<file path="src/rtl/lifo_reverser_pkg.sv">
// Shared types for the LIFO frame reverser: the two-state control FSM encoding.
package lifo_reverser_pkg;

    typedef enum logic [0:0] {
        FILL  = 1'b0,
        DRAIN = 1'b1
    } state_e;

endpackage

</file>
<file path="src/rtl/lifo_mem.sv">
// Beat storage for the frame reverser: synchronous write, asynchronous read, no reset.
module lifo_mem #(
    parameter int DATA_WIDTH    = 8,
    parameter int ADDRESS_WIDTH = 4
) (
    input  logic                     clk,
    input  logic                     i_wr_en,
    input  logic [ADDRESS_WIDTH-1:0] i_wr_addr,
    input  logic [DATA_WIDTH-1:0]    i_wr_data,
    input  logic [ADDRESS_WIDTH-1:0] i_rd_addr,
    output logic [DATA_WIDTH-1:0]    o_rd_data
);

    localparam int DEPTH = 2 ** ADDRESS_WIDTH;

    logic [DATA_WIDTH-1:0] r_mem [0:DEPTH-1];

    always_ff @(posedge clk) begin
        if (i_wr_en) begin
            r_mem[i_wr_addr] <= i_wr_data;
        end
    end

    assign o_rd_data = r_mem[i_rd_addr];

endmodule

</file>
<file path="src/rtl/lifo_frame_reverser.sv">
// Stores one inbound frame and replays it last-beat-first. Optional sticky overflow
// flag port ovf_err is enabled by defining LIFO_REVERSER_OVF_ERR_EN.
module lifo_frame_reverser
    import lifo_reverser_pkg::*;
#(
    parameter int DATA_WIDTH    = 8,
    parameter int ADDRESS_WIDTH = 4
) (
    input  logic                  clk,
    input  logic                  reset,
    input  logic [DATA_WIDTH-1:0] s_data,
    input  logic                  s_valid,
    input  logic                  s_last,
    output logic                  s_ready,
    output logic [DATA_WIDTH-1:0] m_data,
    output logic                  m_valid,
    output logic                  m_last,
    input  logic                  m_ready,
`ifdef LIFO_REVERSER_OVF_ERR_EN
    output logic                  ovf_err,
`endif
    output logic                  busy
);

    localparam int DEPTH = 2 ** ADDRESS_WIDTH;
    localparam logic [ADDRESS_WIDTH:0]   PTR_FULL = DEPTH[ADDRESS_WIDTH:0];
    localparam logic [ADDRESS_WIDTH:0]   PTR_ONE  = {{ADDRESS_WIDTH{1'b0}}, 1'b1};
    localparam logic [ADDRESS_WIDTH-1:0] ADDR_ONE = {{(ADDRESS_WIDTH-1){1'b0}}, 1'b1};

    state_e                   r_state;
    logic [ADDRESS_WIDTH:0]   r_ptr;

    logic                     w_in_xfer;
    logic                     w_out_xfer;
    logic                     w_full;
    logic                     w_wr_en;
    logic [ADDRESS_WIDTH-1:0] w_rd_addr;
    logic [ADDRESS_WIDTH:0]   w_ptr_dec;
    logic [DATA_WIDTH-1:0]    w_rd_data;

    assign s_ready    = (r_state == FILL);
    assign m_valid    = (r_state == DRAIN);
    assign m_last     = (r_state == DRAIN) && (r_ptr == PTR_ONE);
    assign busy       = (r_state == DRAIN) || (r_ptr != '0);

    assign w_in_xfer  = s_valid && s_ready;
    assign w_out_xfer = m_valid && m_ready;
    assign w_full     = (r_ptr == PTR_FULL);
    assign w_wr_en    = w_in_xfer && !w_full;
    assign w_ptr_dec  = r_ptr - PTR_ONE;
    // Low-bit subtract wraps DEPTH to DEPTH-1, so the top ptr bit is never needed here.
    assign w_rd_addr  = r_ptr[ADDRESS_WIDTH-1:0] - ADDR_ONE;
    assign m_data     = w_rd_data;

    lifo_mem #(
        .DATA_WIDTH    (DATA_WIDTH),
        .ADDRESS_WIDTH (ADDRESS_WIDTH)
    ) u_mem (
        .clk       (clk),
        .i_wr_en   (w_wr_en),
        .i_wr_addr (r_ptr[ADDRESS_WIDTH-1:0]),
        .i_wr_data (s_data),
        .i_rd_addr (w_rd_addr),
        .o_rd_data (w_rd_data)
    );

    always_ff @(posedge clk or posedge reset) begin
        if (reset) begin
            r_state <= FILL;
            r_ptr   <= '0;
        end else begin
            case (r_state)
                FILL: begin
                    if (w_wr_en) begin
                        r_ptr <= r_ptr + PTR_ONE;
                    end
                    // A discarded last beat still closes the frame.
                    if (w_in_xfer && s_last) begin
                        r_state <= DRAIN;
                    end
                end
                DRAIN: begin
                    if (w_out_xfer) begin
                        if (m_last) begin
                            r_state <= FILL;
                            r_ptr   <= '0;
                        end else begin
                            r_ptr   <= w_ptr_dec;
                        end
                    end
                end
                default: begin
                    r_state <= FILL;
                    r_ptr   <= '0;
                end
            endcase
        end
    end

`ifdef LIFO_REVERSER_OVF_ERR_EN
    logic r_ovf_err;

    always_ff @(posedge clk or posedge reset) begin
        if (reset) begin
            r_ovf_err <= 1'b0;
        end else if (w_in_xfer && w_full) begin
            r_ovf_err <= 1'b1;
        end
    end

    assign ovf_err = r_ovf_err;
`endif

endmodule

</file>
<file path="config.mk">
export PLATFORM = sky130hd
export DESIGN_NAME = lifo_frame_reverser
export DESIGN_NICKNAME = d
export VERILOG_FILES = /design/src/rtl/lifo_reverser_pkg.sv /design/src/rtl/lifo_mem.sv /design/src/rtl/lifo_frame_reverser.sv
export SDC_FILE = /design/constraint.sdc
export NUM_CORES = 1
export LEC_CHECK = 0
export CAP_MARGIN = 20
export CELL_PAD_IN_SITES_DETAIL_PLACEMENT = 1
export CELL_PAD_IN_SITES_GLOBAL_PLACEMENT = 2
export CORE_ASPECT_RATIO = 0.5
export CORE_MARGIN = 5
export CORE_UTILIZATION = 48
export CTS_CLUSTER_DIAMETER = 80
export DETAILED_ROUTE_END_ITERATION = 10
export PLACE_DENSITY_LB_ADDON = 0.1
export SYNTH_ARGS = -nofsm -noshare
export SYNTH_HDL_FRONTEND = slang
export SYNTH_SLANG_ARGS = --single-unit
</file>
<file path="constraint.sdc">
create_clock -name clk -period 6.93 [get_ports clk]
set_clock_uncertainty 0.2 [all_clocks]
set_input_delay 0.693 -clock clk [delete_from_list [all_inputs] [get_ports clk]]
set_output_delay 0.693 -clock clk [all_outputs]
set_load 0.01 [all_outputs]
</file>
## After elaboration in Yosys (flattened, before gate mapping)

Memory sizes are Yosys's and may differ from the RTL's.
Index checks and enable logic that the tools add are counted.

- Logic and storage cells: 30
- Bits in writable memories: 128
- Bits in registers: 6
- Output and inout bits: 12
- Memories: 1

- Reduce and logical (&&, ||, !) cells: 9
- Bitwise logic cells: 1
- Eq/ne operators: 4
- Muxes and demuxes: 10
- $add $sub $neg: 3

Memories:

| memory | words | bits a word | read ports | clocked after memory_dff | wr ports | RTL line | RTL |
|---|---|---|---|---|---|---|---|
| u_mem.r_mem | 16 | 8 | 1 | 0 | 1 | lifo_mem.sv:16 | `logic [DATA_WIDTH-1:0] r_mem [0:DEPTH-1];` |

Operator list:

| cell | count |
|---|---|
| $mux W5 | 3 |
| $pmux W5 S2 | 1 |
| $add A5 B1 Y5 const B | 1 |
| $eq A5 B1 Y1 const B | 1 |
| $eq A5 B5 Y1 const B | 1 |
| $logic_and A1 B1 Y1 | 5 |
| $mux W1 | 5 |
| $reduce_bool A5 Y1 | 1 |
| $sub A5 B1 Y5 const B | 1 |
| $ne A2 B1 Y1 const B | 2 |
| $sub A4 B1 Y4 const B | 1 |
| $pmux W1 S2 | 1 |
| $reduce_and A2 Y1 | 1 |
| $logic_not A1 Y1 | 1 |
| $logic_or A1 B1 Y1 | 1 |
| $not A1 Y1 | 1 |

## Longest topological paths before layout

- Word-level depth: 5
- Mapped depth: 11

## Cells and area by module

A second synthesis with hierarchy kept.

- Cells, all modules: 285
- Area total of the unflattened synthesis: 5,550.3 um^2

Modules (own cells, without submodules):

| module | cells each | area an instance (um^2) | times used |
|---|---|---|---|
| lifo_mem | 221 | 4,987.3 | 1 |
| lifo_frame_reverser | 64 | 563.0 | 1 |

## Worst setup path after synthesis

Ideal clock, no wire load.

- Kind: register to output
- Start point: register r_ptr[0]
- End point: output m_data[6]
- Path slack: 3.874 ns
- Cell stages (with the launch flop): 11
- Data required time: 6.037 ns
- Arrival time: 2.163 ns
- Path buffers: 4
- Cell sequence: dfrtp_1 -> buf_6 -> buf_6 -> inv_2 -> ha_1 -> buf_2 -> clkbuf_1 -> mux4_2 -> nand2_1 -> nand2_1 -> a32o_1

- Word-level cells in the longest chain between the ends: 2

Ends and longest elaborated chain:

| element | RTL line | RTL |
|---|---|---|
| start, declared | lifo_frame_reverser.sv:31 | `logic [ADDRESS_WIDTH:0] r_ptr;` |
| start signal, assigned | lifo_frame_reverser.sv:75 | `r_ptr <= r_ptr + PTR_ONE;` |
| start signal, assigned | lifo_frame_reverser.sv:88 | `r_ptr <= w_ptr_dec;` |
| $sub A4 B1 Y4 | lifo_frame_reverser.sv:52 | `assign w_rd_addr = r_ptr[ADDRESS_WIDTH-1:0] - ADDR_ONE;` |
| $mem_v2 Z16 W8 | n/a |  |
| end, declared | lifo_frame_reverser.sv:15 | `output logic [DATA_WIDTH-1:0] m_data,` |

Every way passes these cells.

## Worst setup path after layout

- Start point: register r_ptr[1]
- End point: output m_data[7]

Same word-level chain as after synthesis.

==> out/qor.tcl <==
set qor(area_growth_pct) 17.8
set qor(slew_viol_final) 0
set qor(io_buffers) 24
set qor(dieHeight_um) 86.4
set qor(cts_made_buffers) 17
set qor(crit_path_max_incr_delay_ps) 830
set qor(core_area_mm2) 0.0112
set qor(p_total_mw) 3.16
set qor(place.detailed.hpwl_mm) 8.65
set qor(leftover_overflow_at_the_end_of_global_routing) 0
set qor(ys_types) 41
set qor(first_global_vias) 3473
set qor(layout.filler_cells) 1019
set qor(clock-root-buffer) {clkbuf_16}
set qor(postCtsSetupBuffers) 0
set qor(via_count) 3199
set qor(antenna_cells_inserted) 0
set qor(wire_length_of_the_first_global_routing_pass_mm) 21.1
set qor(place_area_mm2) 0.00598
set qor(critical-path-slowest-cell) {ha_1}
set qor(largest_fanout_on_the_critical_path) 19
set qor(hold_viol_final) 0
set qor(crit_start) {r_ptr[1]}
set qor(drc) 0
set qor(std_cell_rows) 27
set qor(cts_htree_levels) 4
set qor(post-route-period-util_pct) 66.8
set qor(netlist_area_mm2) 0.00560
set qor(path_clk_slew_ps) 60
set qor(critical_path_class) {flip-flop to primary output}
set qor(synth_seq_cells) 134
set qor(required_ps) 6040
set qor(yosys_warnings) 0
set qor(setup_total_negative_slack_ps) 0
set qor(worstMarginPinSlew_ps) 1020
set qor(unrepaired_setup_endpoints_after_global_routing) {no}
set qor(route.detailed.wl_per_inst_um) 24.4
set qor(critical_path.endpoint_type) {primary output}
set qor(critical_path.most_common_cell) {inv_1}
set qor(timing.final.setup_violations) 0
set qor(grt_util_all_layers_pct) 20.8
set qor(hold_path.class) {primary input to asynchronous set/reset pin}
set qor(weighted_congestion_reported_at_the_end_of_routability_driven_placement) 0.771
set qor(cpLargestDelayFamily) {simple AND/OR/NAND/NOR gates}
set qor(die_width_um) 163
set qor(syn_avg_cell_area_um2) 15.9
set qor(worst_ep_arrival_time_ps) 3730
set qor(initial_cell_density_of_the_core_pct) 50.1
set qor(drt_iter0_markers) 276
set qor(result_of_the_run) {finished, final reports clean}
set qor(layout-drive-gt1-share_pct) 16.3
set qor(r2r_setup_slack_ps) 3760
set qor(clock_latency_ps) 410
set qor(top_level_pins) 25
set qor(cts_hold_buf) 0
set qor(power-per-cell-area_mw_per_mm2) 479
set qor(firstDrtPassIters) 4
set qor(clock.fmax_mhz) 216
set qor(layout_min_cycle_time_ps) 4630
set qor(irDropWorstVdd_v) 0.000220
set qor(fin_area_mm2) 0.00660
set qor(synth.yosys.seq_area_share_pct) 71.3
set qor(clock_tree.buffer_depth) 2
set qor(drt-total-wl_mm) 13.6
set qor(synth.net_count) 370
set qor(dieArea_mm2) 0.0141
set qor(timing.slew.headroom_pct) 32.0
set qor(cts.repair.resized) 0
set qor(path_buf_inv) 3
set qor(cells_traversed_along_the_worst_timing_path) {inv_1, ha_1, inv_1, nor2_1, nand3_1, a32o_1, clkdlybuf4s50_1}
set qor(finish.net_count) 403
set qor(drv_cap) 0
set qor(static_leakage_nw) 2.25
set qor(timing.rr.start) {r_ptr[1]}
set qor(cts_num_sinks) 134
set qor(worstSetupPathDepth) 7
set qor(post_synth_inst_count) 352
set qor(critPathLaunchType) {flip-flop}
set qor(vias_per_cell) 5.74
set qor(antenna_violating_nets_post_route) 0
set qor(number_of_antenna_violations_at_the_first_check_in_global_routing) 0
set qor(ff2ff_path_depth) 6
set qor(grt_max_degree) 40
set qor(tritoncts) {built}
[routing by layer]
| metal | global-route usage [%] | part of all wire (%) | up-vias |
|---|---|---|---|
| met3 | 4.89 | 5.1 | 13 |
| li1 | - | - | 1415 |
| met5 | 0 | 0 | - |
| met4 | 5.78 | 0.83 | 0 |
| met1 | 29.7 | 48 | 1676 |
| met2 | 32.4 | 46 | 95 |
[kinds of logic (layout without fill, tap and decap cells)]
group | after synthesis | count (layout) | share of synthesized area [%]
XOR/XNOR | 3 | 3 | 1.07
adder cells (fa/ha/maj) | 5 | 5 | 1.12
AND/OR/NAND/NOR | 122 | 122 | 9.72
flip-flops | 134 | 134 | 71.3
multiplexers | 35 | 35 | 9.94
buffers and inverters | 24 | 70 | 2.55
AO/OA/AOI/OAI | 29 | 29 | 4.31
[worst paths after layout]
| kind | end |
|---|---|
| setup / recovery | m_data[7] |
| hold / removal | m_valid |
| setup reg to reg | u_mem.r_mem[7][1] |
| hold reg to reg | r_ptr[4] |
| max in group asynchronous | r_ptr[1] |
| min in group clk | r_ptr[4] |
[per-stage QoR]
stage	setup WS, ps	utilization [%]	std cells	hold slack (ps)
after global routing	2110	59.0	557	343
after detailed placement	2800	53.5	525	476
after global placement	2840	53.5	525	414
after CTS	2280	59.0	557	296
final	2300	59.0	557	298
after floorplan	3870	-	352	284
[worst reg2reg max path, delay by kind of cell, from the launching register on]
| family | cells | cell delay (ps) |
|---|---|---|
| AND/OR/NAND/NOR | 4 | 1620 |
| flip-flops | 1 | 470 |
| adder cells (fa/ha/maj) | 1 | 380 |
| buffers and inverters | 1 | 120 |
[report_power, final]
part	internal, mW	switching, mW
Sequential	0.901	0.0488
Combinational	0.540	0.741
Clock	0.595	0.337
[flip-flops by register name, indices dropped and copies added, names as in the netlist]
| name | count |
|---|---|
| m_valid | 1 |
| r_ptr | 5 |
| u_mem.r_mem | 128 |
[final cells by class]
class                           count  area [um^2]  share of cell area (%)
Tap cell                          159          199                    3.02
Timing Repair Buffer               31          293                    4.44
Sequential cell                   134         3990                    60.5
Clock inverter                     11          149                    2.26
Inverter                            7         26.3                   0.398
Clock buffer                       21          470                    7.13
Multi-Input combinational cell    194         1470                    22.2
[cell usage in the layout, fill, tap and decap left out, types with 2 or more instances in the layout]
| cell type | instances |
|---|---|
| ha_1 | 5 |
| clkbuf_16 | 17 |
| a32o_1 | 8 |
| bufinv_16 | 3 |
| nor3_1 | 4 |
| a221oi_1 | 7 |
| clkbuf_8 | 3 |
| a21boi_0 | 2 |
| clkinv_4 | 3 |
| nand3_1 | 23 |
| clkinvlp_4 | 3 |
| mux2_2 | 2 |
| edfxtp_1 | 128 |
| a21oi_1 | 4 |
| nor2_1 | 20 |
| nand2b_1 | 3 |
| mux4_2 | 15 |
| clkdlybuf4s50_1 | 24 |
| clkinv_2 | 2 |
| mux2i_1 | 17 |
| inv_1 | 6 |
| dfrtp_1 | 6 |
| nand2_1 | 64 |
| buf_4 | 7 |
[synthesized netlist by cell type, drive strengths merged]
library cell	count	area, um^2
a21boi	2	15.0
xnor2	1	16.3
and3	1	6.26
or4b	1	13.8
buf	11	93.8
a21oi	4	20.0
a31oi	1	6.26
nor2	21	86.3
mux4	16	364
nand3b	1	7.51
xor2	2	43.8
o2111ai	1	8.76
mux2	2	22.5
nand2	64	240
o21a	1	7.51
dfrtp	6	150
and4bb	1	12.5
a32o	8	80.1
o21ai	3	18.8
ha	5	62.6
nand2b	3	18.8
edfxtp	128	3840
clkbuf	6	22.5
inv	7	26.3
mux2i	17	170
a221oi	8	76.3
nor3	5	30.0
a41oi	1	8.76
nor3b	1	7.51
nor4	1	6.26
nand3	23	115
(Power assumes the default switching activity.)
